**src/rtl/controle_atuadores_multi.sv**
```systemverilog
// N-channel timed/external-end actuator controller with a shared power interlock.
// Channels in EXCL_MASK run one at a time; extra requests queue and are granted lowest index first.
module controle_atuadores_multi #(
  parameter int              N_CH          = 3,
  parameter int              CNT_W         = 16,
  parameter int              TICK_DIV      = 50000,
  parameter int              TIMEOUT_TICKS = 30000,
  parameter logic [N_CH-1:0] EXCL_MASK     = 3'b011
) (
  input  logic                  clock,
  input  logic                  reset,
  input  logic [N_CH-1:0]       liga,
  input  logic [N_CH-1:0]       aborta,
  input  logic [N_CH-1:0]       modo_ext,
  input  logic [N_CH*CNT_W-1:0] duracao,
  input  logic [N_CH-1:0]       fim_ext,
  output logic [N_CH-1:0]       saida,
  output logic [N_CH-1:0]       ocupado,
  output logic [N_CH-1:0]       pendente,
  output logic [N_CH-1:0]       fim,
  output logic [N_CH-1:0]       timeout
);

  localparam logic [1:0] S_IDLE = 2'd0;
  localparam logic [1:0] S_PEND = 2'd1;
  localparam logic [1:0] S_RUN  = 2'd2;
  localparam logic [1:0] S_DONE = 2'd3;

  localparam int              PW        = $clog2(TICK_DIV);
  localparam logic [PW-1:0]   PRESC_MAX = PW'(TICK_DIV - 1);
  localparam logic [CNT_W-1:0] TMO_CNT  = CNT_W'(TIMEOUT_TICKS);

  logic [PW-1:0]              presc_q, presc_d;
  logic                       tick_s;
  logic [N_CH-1:0][1:0]       st_q, st_d;
  logic [N_CH-1:0][CNT_W-1:0] dur_q, dur_d;
  logic [N_CH-1:0][CNT_W-1:0] cnt_q, cnt_d;
  logic [N_CH-1:0][CNT_W-1:0] cnt_inc_s;
  logic [N_CH-1:0]            modo_q, modo_d;
  logic [N_CH-1:0]            saida_q, saida_d;
  logic [N_CH-1:0]            ocupado_q, ocupado_d;
  logic [N_CH-1:0]            pendente_q, pendente_d;
  logic [N_CH-1:0]            fim_q, fim_d;
  logic [N_CH-1:0]            timeout_q, timeout_d;
  logic                       busy_s;
  logic                       granted_s;

  // Shared free-running prescaler producing the one-cycle time tick.
  always_comb begin
    tick_s = (presc_q == PRESC_MAX);
    if (tick_s) begin
      presc_d = '0;
    end else begin
      presc_d = presc_q + PW'(1);
    end
  end

  // Per-channel next state: run completion, interlock grant, new requests, then abort override.
  always_comb begin
    st_d      = st_q;
    dur_d     = dur_q;
    cnt_d     = cnt_q;
    modo_d    = modo_q;
    timeout_d = '0;
    busy_s    = 1'b0;
    granted_s = 1'b0;

    for (int i = 0; i < N_CH; i++) begin
      cnt_inc_s[i] = cnt_q[i] + CNT_W'(1);
      case (st_q[i])
        S_RUN: begin
          if (tick_s) begin
            cnt_d[i] = cnt_inc_s[i];
          end else begin
            cnt_d[i] = cnt_q[i];
          end
          if (!modo_q[i]) begin
            if (tick_s && (cnt_inc_s[i] == dur_q[i])) begin
              st_d[i] = S_DONE;
            end else begin
              st_d[i] = S_RUN;
            end
          end else if (fim_ext[i]) begin
            // fim_ext beats a coinciding timeout
            st_d[i] = S_DONE;
          end else if (tick_s && (cnt_inc_s[i] == TMO_CNT)) begin
            st_d[i]      = S_IDLE;
            timeout_d[i] = 1'b1;
          end else begin
            st_d[i] = S_RUN;
          end
        end
        S_DONE:  st_d[i] = S_IDLE;
        default: st_d[i] = st_q[i];
      endcase
    end

    // A masked channel leaving RUN this cycle frees the slot for the same edge.
    for (int i = 0; i < N_CH; i++) begin
      if (EXCL_MASK[i] && (st_q[i] == S_RUN) && (st_d[i] == S_RUN) && !aborta[i]) begin
        busy_s = 1'b1;
      end else begin
        busy_s = busy_s;
      end
    end

    for (int i = 0; i < N_CH; i++) begin
      if (!busy_s && !granted_s && EXCL_MASK[i] && (st_q[i] == S_PEND) && !aborta[i]) begin
        st_d[i]   = S_RUN;
        granted_s = 1'b1;
      end else begin
        granted_s = granted_s;
      end
    end

    for (int i = 0; i < N_CH; i++) begin
      if ((st_q[i] == S_IDLE) && liga[i] && !aborta[i]) begin
        dur_d[i]  = duracao[i*CNT_W +: CNT_W];
        modo_d[i] = modo_ext[i];
        cnt_d[i]  = '0;
        if (!modo_ext[i] && (duracao[i*CNT_W +: CNT_W] == '0)) begin
          st_d[i] = S_DONE;
        end else if (!EXCL_MASK[i]) begin
          st_d[i] = S_RUN;
        end else if (!busy_s && !granted_s) begin
          st_d[i]   = S_RUN;
          granted_s = 1'b1;
        end else begin
          st_d[i] = S_PEND;
        end
      end else begin
        dur_d[i] = dur_d[i];
      end
    end

    for (int i = 0; i < N_CH; i++) begin
      if (aborta[i]) begin
        st_d[i]      = S_IDLE;
        timeout_d[i] = 1'b0;
      end else begin
        st_d[i] = st_d[i];
      end
    end
  end

  // Output flags decoded from the next state so they are registered alongside it.
  always_comb begin
    for (int i = 0; i < N_CH; i++) begin
      saida_d[i]    = (st_d[i] == S_RUN);
      ocupado_d[i]  = (st_d[i] != S_IDLE);
      pendente_d[i] = (st_d[i] == S_PEND);
      fim_d[i]      = (st_d[i] == S_DONE);
    end
  end

  // State and output registers with synchronous active-low reset.
  always_ff @(posedge clock) begin
    if (!reset) begin
      presc_q    <= '0;
      st_q       <= '0;
      dur_q      <= '0;
      cnt_q      <= '0;
      modo_q     <= '0;
      saida_q    <= '0;
      ocupado_q  <= '0;
      pendente_q <= '0;
      fim_q      <= '0;
      timeout_q  <= '0;
    end else begin
      presc_q    <= presc_d;
      st_q       <= st_d;
      dur_q      <= dur_d;
      cnt_q      <= cnt_d;
      modo_q     <= modo_d;
      saida_q    <= saida_d;
      ocupado_q  <= ocupado_d;
      pendente_q <= pendente_d;
      fim_q      <= fim_d;
      timeout_q  <= timeout_d;
    end
  end

  assign saida    = saida_q;
  assign ocupado  = ocupado_q;
  assign pendente = pendente_q;
  assign fim      = fim_q;
  assign timeout  = timeout_q;

endmodule
```
**config.mk**
```make
export PLATFORM = sky130hd
export DESIGN_NAME = controle_atuadores_multi
export DESIGN_NICKNAME = d
export VERILOG_FILES = /design/src/rtl/controle_atuadores_multi.sv
export SDC_FILE = /design/constraint.sdc
export NUM_CORES = 1
export LEC_CHECK = 0
export CAP_MARGIN = 10
export CORE_MARGIN = 2
export CORE_UTILIZATION = 55
export CTS_CLUSTER_DIAMETER = 100
export DETAILED_ROUTE_END_ITERATION = 10
export DONT_BUFFER_PORTS = 1
export GPL_ROUTABILITY_DRIVEN = 1
export PLACE_DENSITY = 0.75
export SYNTH_ARGS = -nofsm -noshare
export SYNTH_HDL_FRONTEND = slang
export SYNTH_SLANG_ARGS = --single-unit
```
**constraint.sdc**
```tcl
create_clock -name clock -period 2.5 [get_ports clock]
set_input_delay 0.5 -clock clock [delete_from_list [all_inputs] [get_ports clock]]
set_output_delay 0.5 -clock clock [all_outputs]
set_load 0.005 [all_outputs]
```
# ---- Word level (Yosys, flattened, before mapping)
# Index checks and enable logic that the tools add are counted.
# Widths: inputs -> output; s select.
dict set report word_totals {
  mem_bits_ro 0
  out_inout_bits 15
  register_bits 136
  mem_count 0
  latch_bits 0
  mem_bits_rw 0
  wordCells 150
  input_bits 62
}
dict set report op_classes {
  bitwise 7
  add_sub_neg 4
  shifts 0
  n_div 0
  magnitude_cmp 0
  n_eq_ne 26
  muxes 38
  n_reduce_logical 55
  n_mul 0
}
# cell count
set op_table {}
lappend op_table {{$add 16x1->16 const B} 4}
lappend op_table {{$eq 16x15->1 const B} 3}
lappend op_table {{$eq 16x16->1} 3}
lappend op_table {{$logic_not 16->1} 3}
lappend op_table {{$mux 2} 21}
lappend op_table {{$eq 2x2->1 const B} 14}
lappend op_table {{$logic_and 1x1->1} 26}
lappend op_table {{$eq 16x16->1 const B} 1}
lappend op_table {{$reduce_or 5->1} 3}
lappend op_table {{$mux 1} 14}
lappend op_table {{$pmux 2 s2} 3}
lappend op_table {{$eq 2x1->1 const B} 5}
lappend op_table {{$logic_not 1->1} 10}
lappend op_table {{$reduce_or 2->1} 4}
lappend op_table {{$not 1->1} 7}
lappend op_table {{$logic_not 2->1} 3}
lappend op_table {{$reduce_and 2->1} 3}
lappend op_table {{$reduce_bool 2->1} 3}

# ---- Logic depth before layout (Yosys ltp)
dict set report depth {
  ltp_word 33
  mapped_depth 12
  ltp_nobuf 11
}

# ---- Least setup slack after synthesis
# OpenSTA, ideal clock, no wires.
dict set report synth_timing {
  path_kind {flip-flop to flip-flop}
  start {register cnt_q[0] in the netlist's numbering}
  end {register fim_q[0] (netlist: fim[0])}
  n_path_buf 1
  synth_period_minus_slack_ns 2.642
  stages_incl_launch_ff 12
  required_time_ns 2.385
  setup_ns 0.115
  arrival_ns 2.527
  setup_slack_ns -0.142
  cell_sequence {dfxtp_1 -> ha_1 -> buf_2 -> and2_1 -> nand3_1 -> mux2_1 -> a2111oi_2 -> nand4_1 -> and3_4 -> a21oi_4 -> a21boi_1 -> and2_1}
}
dict set report synth_via {
  elab_chain_len 28
  elab_cells_between_ends 32
  cone_classes {1 x add/sub; 4 x eq/ne; 14 x mux; 13 x reduce/logical}
}
# element line_no
set synth_lines {}
lappend synth_lines {{start, declared} 37} ;# logic [N_CH-1:0][CNT_W-1:0] cnt_q, cnt_d;
lappend synth_lines {{start signal, assigned} 173} ;# cnt_q <= cnt_d;
lappend synth_lines {{$add 16x1->16 (*)} 69} ;# cnt_inc_s[i] = cnt_q[i] + CNT_W'(1);
lappend synth_lines {{$eq 16x15->1} 86} ;# end else if (tick_s && (cnt_inc_s[i] == TMO_CNT)) begin
lappend synth_lines {{$logic_and 1x1->1} 86}
lappend synth_lines {{$mux 2} 86}
lappend synth_lines {{$mux 2} 83} ;# end else if (fim_ext[i]) begin
lappend synth_lines {{$mux 2 (*)} 77} ;# if (!modo_q[i]) begin
lappend synth_lines {{$pmux 2 s2 (*)} 70} ;# case (st_q[i])
lappend synth_lines {{$eq 2x2->1} 100} ;# if (EXCL_MASK[i] && (st_q[i] == S_RUN) && (st_d[i] == S_RUN) && !aborta[i]) begin
lappend synth_lines {{[12 not listed]} -}
lappend synth_lines {{$mux 1} 108} ;# if (!busy_s && !granted_s && EXCL_MASK[i] && (st_q[i] == S_PEND) && !aborta[i]) begin
lappend synth_lines {{$logic_not 1->1} 125} ;# end else if (!busy_s && !granted_s) begin
lappend synth_lines {{$logic_and 1x1->1} 125}
lappend synth_lines {{$mux 2} 125}
lappend synth_lines {{$mux 2} 121} ;# if (!modo_ext[i] && (duracao[i*CNT_W +: CNT_W] == '0)) begin
lappend synth_lines {{$mux 2 (*)} 117} ;# if ((st_q[i] == S_IDLE) && liga[i] && !aborta[i]) begin
lappend synth_lines {{$mux 2 (*)} 137} ;# if (aborta[i]) begin
lappend synth_lines {{$eq 2x2->1 (*)} 152} ;# fim_d[i] = (st_d[i] == S_DONE);
lappend synth_lines {{end signal, assigned} 178} ;# fim_q <= fim_d;
lappend synth_lines {{end, declared} 43} ;# logic [N_CH-1:0] fim_q, fim_d;
# Every way passes the cells marked *; elsewhere a longest branch is shown, timed or not.
# A chain may end at the register's enable or synchronous reset.

# ---- Final worst setup path
dict set report layout_timing {
  start {register cnt_q[9] in the netlist's numbering}
  end {register ocupado_q[0] (netlist: ocupado[0])}
}
dict set report layout_via {
  elab_chain_len 28
  elab_cells_between_ends 32
  cone_classes {1 x add/sub; 3 x eq/ne; 14 x mux; 14 x reduce/logical}
}
# element line_no
set layout_lines {}
lappend layout_lines {{$add 16x1->16 (*)} 69}
lappend layout_lines {{$eq 16x15->1} 86}
lappend layout_lines {{$logic_and 1x1->1} 86}
lappend layout_lines {{$mux 2} 86}
lappend layout_lines {{$mux 2} 83}
lappend layout_lines {{$mux 2 (*)} 77}
lappend layout_lines {{$pmux 2 s2 (*)} 70}
lappend layout_lines {{$eq 2x2->1} 100}
lappend layout_lines {{[12 not listed]} -}
lappend layout_lines {{$mux 1} 108}
lappend layout_lines {{$logic_not 1->1} 125}
lappend layout_lines {{$logic_and 1x1->1} 125}
lappend layout_lines {{$mux 2} 125}
lappend layout_lines {{$mux 2} 121}
lappend layout_lines {{$mux 2 (*)} 117}
lappend layout_lines {{$mux 2 (*)} 137}
lappend layout_lines {{$reduce_bool 2->1 (*)} 150} ;# ocupado_d[i] = (st_d[i] != S_IDLE);
lappend layout_lines {{end signal, assigned} 176} ;# ocupado_q <= ocupado_d;
lappend layout_lines {{end, declared} 41} ;# logic [N_CH-1:0] ocupado_q, ocupado_d;
# Marked as above.

==> summary.md <==
| Metric | Value |
|---|---|
| Status | complete, but fails checks |
| Failing checks | negative setup slack |
| Die ar. | 14850 µm² |
| Seq cells post-synth | 136 |
| Hold_sp | aborta[2] |
| HPWL Detailed | 15720 µm |
| Reg-to-Reg End | ocupado[0]$_SDFF_PN0_ |
| Synth Net Count | 1026 |
| Mean Syn Cell Area | 7.973 µm² |
| Core Footprint | 13720 µm² |
| Initial DRC Count | 658 |
| CTS Root Cell | clkbuf_16 |
| Tcrit/Tclk final | 105.8% |
| Crit path kind | flop to flop |
| Slew margin rel. | 57.34% |
| DP Area | 8667 µm² |
| Req. time, crit path | 2.82 ns |
| Critical Path AT | 2.96 ns |
| CTS tree | yes |
| Async S/R FF share, synth | 0% |
| CP max FO | 6 |
| WHS Path Cells | 1 |
| Top cell by count, worst path | nand4_1 |
| Fin crit period | 2.644 ns |
| Most common cell after layout, fill and taps aside | nand2_1 |
| Critical path's slowest cell | a2111oi_2 |
| Slew Viols, Final | 0 |
| CTS sink count | 136 |
| Worst vdd rail ir drop | 0.4339 mV |
| Share of post-route cells with drive strength above 1 | 27.61% |
| Final worst slack | -0.1443 ns |
| LEAKAGE | 3.779 nW |
| Die W | 121.9 µm |
| WHS Endpoint | timeout[2]$_SDFF_PP0_ |
| Initial core utilization | 55.68% |
| Via count | 7597 |
| Gr ovfl total | 0 |
| Clock skew | 0.008298 ns |
| Hold buffer count at CTS | 0 |
| Crit path cell chain | buf_6 > and4_4 > nand4_1 > a2111oi_2 > and4_1 > nand4_1 > and3_4 > a21oi_4 > a21o_1 > nand2_1 |
| Sequential element share of the synthesized area | 35.64% |
| Synth Warn # | 0 |
| First-pass GRT wire length | 34590 µm |
| Fin nets | 1145 |
| DRC violations left | 0 |
| GP Congestion | 0.9625 |
| H-tree depth | 4 |
| Vias/cell | 5.982 |
| GRT Util Overall | 29.71% |
| Port buffer count | 0 |
| Hold/Removal Path Class | input pin to flop |
| Layout overhead on the synthesized area | 29.96% |
| FF-to-FF Start | cnt_q[9]$_SDFFE_PP0P_ |
| Max_cap viols | 0 |
| Vias in the first global route | 7174 |
| Io pins | 77 |
| Critical Path Source Type | flop |
| Worst r2r path cells | 10 |
| Most frequent cells in the layout | nand2_1, buf_4, dfxtp_1, nor2_1, a21oi_1 |
| R2r setup slk | -0.14 ns |
| Crit end category | flop |
| Least-Margin Pin Slew | 0.6383 ns |
| Buffer depth of the longest clock path | 2 |
| CTS Buf Count | 17 |
| Rows | 43 |
| Final setup viols | 14 |
| Reg clk slew, reported paths | 0.06 ns |
| Die height | 121.9 µm |
| DRT antenna net count | 0 |
| N_diodes | 0 |
| Cells after Synth | 958 |
| Setup TNS | -0.9125 ns |
| Wire per inst | 18.22 µm |
| F_max | 0.3782 GHz |
| Final Hold Fails | 0 |
| Number of flops mapped to enable cells by yosys | 0 |
| Largest net degree at the start of global routing | 34 |
| Finished Cell Area | 9927 µm² |
| Synthesized cell area | 7639 µm² |
| Power per Cell Area | 533.0 nW/µm² |
| Initial antenna violation count | 0 |
| WL final | 23130 µm |
| Delay of the slowest critical-path stage | 0.44 ns |
| 1st-pass router iterations | 5 |
| Worst-Skew Late Latency | 0.44 ns |
| RSZ-0062 raised after global routing | true |
| Synth Flop Type | dfxtp_1 |
| Pre-CTS setup slack | -0.2098 ns |
| Library cells used by synthesis | 82 |
## cell type report
cell class / instances / area [µm²]
well taps: 180 / 225.2
fillers: 994 / 3792
clock inverters: 14 / 155.1
multi-input cells: 749 / 5080
inverters: 17 / 63.81
clock buffers: 18 / 439.2
repair buffers: 156 / 1209
flip-flops and latches: 136 / 2755
## metal layers
metal	vias to the layer above	track usage (%)	wire length, µm
li1	3585	-	-
met1	3612	37.94	9501
met4	0	11.78	812
met3	72	7.069	1786
met2	328	48.50	11030
met5	-	0	0
## worst max path at each step
stage                                      start                endpoint  slack [ns]  cells past startpoint
after floorplan           cnt_q[16]$_SDFFE_PP0P_  pendente[1]$_SDFF_PN0_      0.0001                     10
after global placement    cnt_q[33]$_SDFFE_PP0P_     saida[2]$_SDFF_PN0_       -0.19                     11
after detailed placement  cnt_q[33]$_SDFFE_PP0P_  pendente[2]$_SDFF_PN0_       -0.21                     11
after CTS                 cnt_q[16]$_SDFFE_PP0P_  pendente[1]$_SDFF_PN0_       -0.07                     10
after global routing      cnt_q[33]$_SDFFE_PP0P_  pendente[2]$_SDFF_PN0_       -0.26                     11
final                      cnt_q[9]$_SDFFE_PP0P_   ocupado[0]$_SDFF_PN0_       -0.14                     10
## sequential cells by signal, indices dropped and copies added (netlist names)
signal / count
ocupado: 3
st_q: 6
fim: 3
cnt_q: 48
dur_q: 48
presc_q: 16
saida: 3
pendente: 3
modo_q: 3
timeout: 3
## power breakdown
group	leakage (nW)	switching, mW	internal [mW]
combinational	2.37	0.257	0.185
clock	0.290	1.10	1.44
sequential	1.11	0.0734	2.24
## through the flow
stage                     hold WS, ns  std cells  util (%)  power [mW]
after global routing           0.1203       1270     72.36       5.447
after global placement         0.4455       1218     63.17       2.733
final                          0.1244       1270     72.36       5.291
after detailed placement       0.4535       1218     63.17       2.743
after floorplan                0.4132        958         -       2.619
after CTS                      0.1360       1259     69.61       5.283
## worst max-delay path, delay by kind of cell (launching register included)
kind | cells | cell delay (ns)
simple gates | 6 | 1.13
compound gates | 3 | 0.88
flops | 1 | 0.37
buf+inv | 1 | 0.14
## logic make-up after synthesis
logic type                 share of synthesized area [%]
and+or+nand+nor                                    29.86
AOI/OAI and AO/OA                                  13.65
DFF                                                35.64
xor gates and xnor gates                           15.05
buffers and inverters                              4.128
adders and majority gates                         0.9828
muxes                                             0.6880
## Yosys cell counts, types with 12 or more instances
master    count  area share, %
a21oi_1      74            4.8
a31oi_1      12           0.98
and3_1       17            1.4
buf_2        27            1.8
clkbuf_1     25            1.2
dfxtp_1     136             36
inv_1        16           0.79
nand2_1     161            7.9
nand3_1      32            2.1
nand4_1      18            1.5
nor2_1       95            4.7
nor3_1       19            1.2
nor4_1       18            1.5
o21ai_0      19            1.2
or3_1        14            1.1
xnor2_1      74            8.5
xor2_1       52            6.0
## what timing repair did
action / 4_1_cts / 5_1_grt
pin swaps: 24 / 37
setup buffers: 9 / 12
gates resized for setup: 47 / 64
endpoints found under the setup margin: 17 / 18
(Power assumes the default switching activity.)
